--- config.mk ---
export PLATFORM = sky130hd
export DESIGN_NAME = weight_ram_reader
export DESIGN_NICKNAME = d
export VERILOG_FILES = /design/src/rtl/weight_ram_reader.sv
export SDC_FILE = /design/constraint.sdc
export NUM_CORES = 1
export LEC_CHECK = 0
export CAP_MARGIN = 20
export CORE_MARGIN = 2
export CORE_UTILIZATION = 53
export CTS_BUF_LIST = sky130_fd_sc_hd__clkbuf_16
export DETAILED_ROUTE_END_ITERATION = 10
export PLACE_DENSITY = 0.86
export SLEW_MARGIN = 20
export SYNTH_ARGS = -nofsm -noshare
export SYNTH_HDL_FRONTEND = slang
export SYNTH_SLANG_ARGS = --single-unit
--- constraint.sdc ---
create_clock -name Clock -period 8.6 [get_ports Clock]
set_input_delay 0.86 -clock Clock [delete_from_list [all_inputs] [get_ports Clock]]
set_output_delay 0.86 -clock Clock [all_outputs]
set_load 0.01 [all_outputs]
--- src/rtl/weight_ram_reader.sv ---
// ---------------------------------------------------------------------------
// weight_ram_reader
//
// Streams bursts of WeightRAM rows out as individual weight words.
//
// A burst starts in IDLE with Start=1 and reads Count consecutive rows
// beginning at BaseAddr. Each row is captured into a row buffer. Its N_BANK
// words are then presented one per handshake on OutData/OutBank/OutAddr
// using a valid/ready interface. The row address wraps modulo 2^AW.
//
// Optional feature (compile-time macro WEIGHT_READER_CHECKSUM_EN):
//   defined   -> Checksum is a 16-bit running sum of the accepted words.
//                It clears whenever a Start is accepted.
//   undefined -> Checksum is tied to 0 and no accumulator is built.
//
// Ports
//   Clock     in   1           rising-edge clock
//   Rst       in   1           asynchronous, active-high reset
//   Start     in   1           begin a burst (honoured in IDLE only)
//   BaseAddr  in   AW          first row of the burst
//   Count     in   AW+1        number of rows (0..2^AW)
//   RamAddr   out  AW          WeightRAM read address
//   RamWE     out  1           WeightRAM write enable (always 0)
//   RamQ      in   N_BANK*DW   row read data; bank b at [b*DW +: DW]
//   OutData   out  DW          streamed weight word
//   OutBank   out  4           bank index of OutData
//   OutAddr   out  AW          row address of OutData
//   OutValid  out  1           output word valid
//   OutReady  in   1           consumer ready
//   Busy      out  1           high whenever the FSM is not in IDLE
//   Done      out  1           single-cycle pulse at the end of a burst
//   Checksum  out  16          running sum of accepted words (see above)
// ---------------------------------------------------------------------------
module weight_ram_reader #(
  parameter int N_BANK  = 10,
  parameter int DW      = 10,
  parameter int AW      = 7,
  parameter int RAM_LAT = 1
) (
  input  logic                 Clock,
  input  logic                 Rst,
  input  logic                 Start,
  input  logic [AW-1:0]        BaseAddr,
  input  logic [AW:0]          Count,
  output logic [AW-1:0]        RamAddr,
  output logic                 RamWE,
  input  logic [N_BANK*DW-1:0] RamQ,
  output logic [DW-1:0]        OutData,
  output logic [3:0]           OutBank,
  output logic [AW-1:0]        OutAddr,
  output logic                 OutValid,
  input  logic                 OutReady,
  output logic                 Busy,
  output logic                 Done,
  output logic [15:0]          Checksum
);

  typedef enum logic [2:0] {
    S_IDLE,
    S_ADDR,
    S_WAIT,
    S_EMIT,
    S_DONE
  } state_t;

  state_t                r_state;
  state_t                w_next;

  logic [AW-1:0]         r_row;
  logic [AW:0]           r_rows_left;
  logic [3:0]            r_bank;
  logic [1:0]            r_wait;
  logic [N_BANK*DW-1:0]  r_buf;
  logic [DW-1:0]         w_out_data;

  logic w_start_ok;
  logic w_accept;
  logic w_last_bank;
  logic w_more_rows;
  logic w_wait_done;

  assign w_start_ok  = (r_state == S_IDLE) && Start;
  assign w_accept    = (r_state == S_EMIT) && OutReady;
  assign w_last_bank = (r_bank == 4'(N_BANK - 1));
  assign w_more_rows = (r_rows_left > (AW+1)'(1));
  assign w_wait_done = (r_wait == 2'(RAM_LAT - 1));

  // State register
  always_ff @(posedge Clock or posedge Rst) begin
    if (Rst) begin
      r_state <= S_IDLE;
    end else begin
      r_state <= w_next;
    end
  end

  // Next-state logic
  always_comb begin
    w_next = r_state;
    case (r_state)
      S_IDLE: begin
        if (Start) begin
          w_next = (Count != '0) ? S_ADDR : S_DONE;
        end
      end
      S_ADDR: w_next = S_WAIT;
      S_WAIT: begin
        if (w_wait_done) begin
          w_next = S_EMIT;
        end
      end
      S_EMIT: begin
        if (w_accept && w_last_bank) begin
          w_next = w_more_rows ? S_ADDR : S_DONE;
        end
      end
      S_DONE:  w_next = S_IDLE;
      default: w_next = S_IDLE;
    endcase
  end

  // Row address, row/bank counters, latency counter and row buffer.
  // RamAddr is driven straight from r_row. r_row is loaded on the edge that
  // enters ADDR, so the RAM sees the new address during the ADDR cycle and
  // its data is ready after RAM_LAT more cycles.
  always_ff @(posedge Clock or posedge Rst) begin
    if (Rst) begin
      r_row       <= '0;
      r_rows_left <= '0;
      r_bank      <= '0;
      r_wait      <= '0;
      r_buf       <= '0;
    end else begin
      case (r_state)
        S_IDLE: begin
          if (Start && (Count != '0)) begin
            r_row       <= BaseAddr;
            r_rows_left <= Count;
            r_bank      <= '0;
          end
        end
        S_ADDR: begin
          r_wait <= '0;
        end
        S_WAIT: begin
          if (w_wait_done) begin
            r_buf  <= RamQ;
            r_bank <= '0;
          end else begin
            r_wait <= r_wait + 2'd1;
          end
        end
        S_EMIT: begin
          if (w_accept) begin
            if (w_last_bank) begin
              r_bank <= '0;
              if (w_more_rows) begin
                r_row       <= r_row + AW'(1);
                r_rows_left <= r_rows_left - (AW+1)'(1);
              end
            end else begin
              r_bank <= r_bank + 4'd1;
            end
          end
        end
        default: ;
      endcase
    end
  end

  // Bank mux out of the row buffer
  always_comb begin
    w_out_data = '0;
    for (int b = 0; b < N_BANK; b++) begin
      if (r_bank == 4'(b)) begin
        w_out_data = r_buf[b*DW +: DW];
      end
    end
  end

  assign RamAddr  = r_row;
  assign RamWE    = 1'b0;
  assign OutData  = w_out_data;
  assign OutBank  = r_bank;
  assign OutAddr  = r_row;
  assign OutValid = (r_state == S_EMIT);
  assign Busy     = (r_state != S_IDLE);
  assign Done     = (r_state == S_DONE);

`ifdef WEIGHT_READER_CHECKSUM_EN
  logic [15:0] r_checksum;

  // The word is zero-extended. Wrap-around of the 16-bit sum is intended.
  function automatic logic [15:0] csum_add(input logic [15:0] acc,
                                           input logic [DW-1:0] word);
    return acc + 16'(word);
  endfunction

  always_ff @(posedge Clock or posedge Rst) begin
    if (Rst) begin
      r_checksum <= '0;
    end else if (w_start_ok) begin
      r_checksum <= '0;
    end else if (w_accept) begin
      r_checksum <= csum_add(r_checksum, w_out_data);
    end
  end

  assign Checksum = r_checksum;
`else
  assign Checksum = 16'd0;
`endif

endmodule

==> results of run 1 <==
[metrics by stage]
| stage | worst slack [ns] | total power, mW | hold WS (ns) | instance area, µm² | util (%) |
|---|---|---|---|---|---|
| final | 4.42 | 3.20 | 0.500 | 8430 | 70.5 |
| after CTS | 4.44 | 3.20 | 0.503 | 8430 | 70.5 |
| after global routing | 4.29 | 3.38 | 0.517 | 8430 | 70.5 |
| after global placement | 4.97 | 2.44 | 0.473 | 7880 | 65.8 |
| after detailed placement | 4.91 | 2.50 | 0.491 | 7880 | 65.8 |
| after floorplan | 4.44 | 1.99 | 0.453 | 6530 | - |
[kinds of logic after synthesis]
group,after synthesis,synth area share (%)
other,1,0.0580
and+or+nand+nor,103,8.37
AOI/OAI and AO/OA,133,15.3
buffers and inverters,78,6.46
muxes,122,21.0
adders and majority gates,4,0.774
DFF,124,48.0
[power groups by stage]
stage,combinational [mW],sequential [mW],clock (mW)
detailed placement,1.37,1.13,0
finish,1.38,1.13,0.687
CTS,1.38,1.12,0.695
global placement,1.32,1.11,0
floorplan,0.978,1.01,0
global route,1.50,1.16,0.718
[state kept, by name, indices dropped and copies added, names as in the netlist]
name,count
r_state,3
r_rows_left,8
r_buf,100
OutBank,4
OutAddr,7
r_wait,2
[worst register-to-register path, delay by kind of cell (launching register included)]
family                 cells  cell delay (ns)
AO/OA/AOI/OAI              1             0.47
buffers and inverters      1             0.53
flip-flops                 1             0.45
multiplexers               1             0.37
AND/OR/NAND/NOR            2             1.05
[metal layers]
metal  share of wire (%)  track usage (%)  vias to the layer above
met4                 2.6             10.9                        0
met3                 7.1             6.03                       40
met1                  42             36.3                     2535
met5                   0                0                        -
li1                    -                -                     2309
met2                  49             43.8                      260
[cells in the final DEF, fill, tap and decap left out, types with 3 or more instances in the layout]
master	n
a21oi_1	27
a22oi_1	11
a2bb2oi_1	9
a31o_2	9
a31oi_1	3
and3_1	4
buf_4	4
bufinv_16	3
clkbuf_16	17
clkdlybuf4s50_1	149
clkinvlp_4	3
conb_1	17
dfrtp_1	123
ha_1	4
inv_1	14
mux2_1	11
mux2_2	91
mux2i_1	19
nand2_1	26
nand2b_1	5
nand3_1	14
nor2_1	23
nor2b_1	3
nor3_1	5
nor4_1	9
o21ai_0	18
o221ai_1	9
o22ai_1	5
o2bb2a_1	9
o2bb2ai_1	9
o41ai_1	5
[worst paths after layout]
kind / from / end / slack, ns / depth (start not counted)
setup / recovery: OutBank[0] / OutData[1] / 4.42 / 5
hold / removal: r_buf[3] / r_buf[3] / 0.50 / 1
setup reg to reg: r_state[2] / OutAddr[1] / 5.61 / 5
hold reg to reg: r_buf[3] / r_buf[3] / 0.50 / 1
max in group asynchronous: Rst / OutBank[1] / 6.30 / 3
min in group asynchronous: Rst / r_buf[25] / 0.92 / 2
[cell type report]
cell class	count	share of cell area, %
clock inverter	11	1.59
clock buffer	17	5.04
tap	147	2.18
sequential	124	36.8
multi-input combinational	379	35.7
timing repair buffer	153	18.0
inverter	13	0.608
==> qor.yml, run 1 <==
status: "finished, final reports clean"
tns_ns: 0
max-slew-margin-rel_pct: 28.5
synthArstFlopShare_pct: 100
swShare_pct: 36.3
intPower_mw: 2.04
cp_slowest_cell: "dfrtp_1"
p_per_area_mw_per_mm2: 379
hold_viol_final: 0
cts_buffers: 17
rsz0062_at_grt: "false"
h-tree-depth: 4
grt_pass1_vias: 5127
via_per_inst: 6.09
p_seq_share_pct: 35.3
drc: 0
syn_inst: 565
max_freq_mhz: 239
p_leak_nw: 3.39
root_buffer: "clkbuf_16"
synth_common_cells: "dfrtp_1, mux2_2, a21oi_1, buf_4, nand2_1"
insertion_delay_ns: 0.42
ios: 167
cts.sinks: 124
synth_most_common_cell: "dfrtp_1"
post_cts_resized: 0
wl_per_cell_um: 20.2
firstDrtPassIters: 5
gp_congestion: 0.871
setup_viol: 0
cts_buffer_depth: 2
maxCapViolations: 0
yosysUniqueCellTypes: 62
startpoint_type: "register"
placed_cells: 816
multi_input_area_mm2: 0.00301
comb_power_share_pct: 43.2
layout.nets: 811
drive_gt1_share_pct: 20.4
grt_max_degree: 71
finalClockSkew_ns: 0.0102
ir_drop_uv: 250
max_stage_delay_ns: 0.94
ant_nets: 0
die_h_um: 114
cts_tree: "built"
core-area_mm2: 0.0120
die_w_um: 114
ys_ff_latch: 124
finalCriticalPeriod_ns: 4.18
cp_cell_sequence: "nor2b_1 > a21oi_1 > o2bb2a_1 > o221ai_1 > clkdlybuf4s50_1"
hold_path.class: "reg -> reg"
finalCritPeriodShare_pct: 48.6
slew_violations: 0
cts.reportedPaths.clkPinSlew_ns: 0.05
start_util_pct: 54.1
cp_top_family: "flip-flops"
yosysWarnings: 0
fillCellCount: 849
worst_setup_path_end_kind: "primary output"
stdcell_count: 844
synth_top_cell_area_share_pct: 48.0
ys.flop_type: "dfrtp_1"
grt_pass1_wl_um: 27100
synth.area.top_cells: "dfrtp_1, mux2_2, buf_4, mux2i_1, a21oi_1"
gr-usage-all-layers_pct: 27.3
port_buffers: 149
num_antenna_cells: 0
synth-edff-count: 0
area_delta_synth_final_pct: 30.4
antenna_found_initial: 0
cts_hold_buf: 0
path_max_fanout: 29
worst-endpoint-arrival_ns: 3.32
gr-total-overflow: 0
p_sw_mw: 1.16
crit_buf_inv: 1
register_area_mm2: 0.00310
num_rows: 40
synthesis.area_mm2: 0.00647
required_ns: 7.74
drt_wl_total_um: 17000
die_area_mm2: 0.0131
critPathKind: "reg -> out"
power.share.clock_pct: 21.5
avgSynthCellArea_um2: 11.5
tightestPinTransition_ns: 1.06
cts_post_setup_buffers_inserted: 0
dp_hpwl_um: 12300
drtIter0Drc: 510
yosysSeqAreaShare_pct: 48.0
dr_total_vias: 5144
synth_area_leader_cell: "dfrtp_1"
No activity file was read; power rests on OpenSTA's default activity.
==> run 2, diff against run 1 <==
- CORE_UTILIZATION: 53 -> 45
- PLACE_DENSITY: 0.86 -> 0.78
- clock period: 8.6 -> 3.49 ns (I/O delays scaled with it)
==> qor.yml, run 2 (synthesized netlist as in run 1, its figures left out) <==
stdcell_count: 889
required_ns: 3.14
cts_post_setup_buffers_inserted: 0
finalCritPeriodShare_pct: 95.6
num_antenna_cells: 0
dr_total_vias: 5126
worst-endpoint-arrival_ns: 2.99
tightestPinTransition_ns: 0.901
cts_tree: "built"
placed_cells: 858
firstDrtPassIters: 5
slew_violations: 0
ios: 167
via_per_inst: 5.77
cts_hold_buf: 0
insertion_delay_ns: 0.41
fin_util_pct: 60.9
maxCapViolations: 0
rr_worst_depth: 5
max-slew-margin-rel_pct: 39.9
status: "finished, final reports clean"
drc: 0
gr-total-overflow: 0
cts.reportedPaths.clkPinSlew_ns: 0.05
top_register: "r_buf"
regToRegSetupSlack_ns: 0.65
rsz0062_at_grt: "false"
critPathLaunch: "OutBank[0]"
drtIter0Drc: 465
hold_path.class: "in -> async"
post_cts_resized: 0
dp_hpwl_um: 12800
drive_gt1_share_pct: 20.9
grt_max_degree: 54
p_per_area_mw_per_mm2: 920
core-area_mm2: 0.0140
die_w_um: 124
largest_reg_flops: 100
start_util_pct: 46.3
grt_pass1_wl_um: 26600
tns_ns: 0
h-tree-depth: 4
ant_nets: 0
antenna_found_initial: 0
die_area_mm2: 0.0154
startpoint_type: "register"
setup_viol: 0
cts.sinks: 124
ir_drop_uv: 734
finalClockSkew_ns: 0.00686
p_leak_nw: 3.43
r2r-end: "r_rows_left[1]"
gr-usage-all-layers_pct: 23.4
mostFrequentLayoutCells: "clkdlybuf4s50_1, dfrtp_1, mux2_2, a21oi_1, nand2_1"
crit_path_end: "OutData[3]"
path_max_fanout: 16
drt_wl_total_um: 17500
root_buffer: "clkbuf_16"
critPathKind: "reg -> out"
cts_buffers: 17
fillCellCount: 1114
hold_viol_final: 0
die_h_um: 124
worst_setup_path_end_kind: "primary output"
layout.nets: 820
max_freq_mhz: 300
final_common_cell: "clkdlybuf4s50_1"
wl_per_cell_um: 19.7
cts_buffer_depth: 2
area_delta_synth_final_pct: 31.7
num_rows: 43
port_buffers: 149
finalCriticalPeriod_ns: 3.34
grt_pass1_vias: 5202
hold_ws_ns: 0.398
gp_congestion: 0.957
reg2reg_from: "OutBank[0]"
## run 2: worst min path at each step
stage | to | slack [ns] | depth (start not counted)
floorplan | r_buf[74] | 0.45 | 1
global placement | r_buf[3] | 0.47 | 1
detailed placement | r_buf[3] | 0.47 | 1
CTS | r_buf[5] | 0.40 | 2
global route | r_buf[25] | 0.46 | 2
finish | r_buf[6] | 0.40 | 2
## run 2: worst max-delay path: stages, from the launching register on
cell and delay [ns]:
dfrtp_1 0.63, nor2b_1 0.59, a21oi_1 0.14, o2bb2a_1 0.34
o221ai_1 0.27, clkdlybuf4s50_1 0.61
## run 2: where the power goes
group | internal [mW] | switching [mW] | leakage, nW
clock | 1.02 | 0.598 | 0.271
sequential | 2.14 | 0.651 | 1.47
combinational | 1.83 | 1.61 | 1.68
total | 4.99 | 2.86 | 3.43
## run 2: cell type report
class	count	area (µm²)	share of cell area [%]
inverters	13	52.6	0.617
flip-flops and latches	124	3100	36.4
repair buffers	162	1590	18.6
well taps	180	225	2.64
clock inverters	14	113	1.32
multi-input cells	379	3010	35.4
clock buffers	17	425	4.99
## run 2: layer usage
layer  vias to the layer above  global-route usage, %  wire (µm)
met5                         -                      0          0
met4                         0                   10.9        639
met3                        37                   5.77       1350
met2                       257                   37.8       8180
met1                      2501                   29.6       7350
li1                       2331                      -          -
## run 2: metrics by stage
step                      worst slack, ns  total power [mW]  cell area, µm²
after global placement              0.703              6.05            7990
after CTS                           0.168              7.84            8520
after detailed placement            0.674              6.18            7990
final                               0.155              7.84            8520
after floorplan                      1.41              4.91            6530
after global routing              0.00281              8.27            8520
==> run 3, diff against run 2 <==
- CAP_MARGIN: 20 -> 15
==> results of run 3 <==
Same layout as run 2: the final DEF is identical, and so are final timing and power.
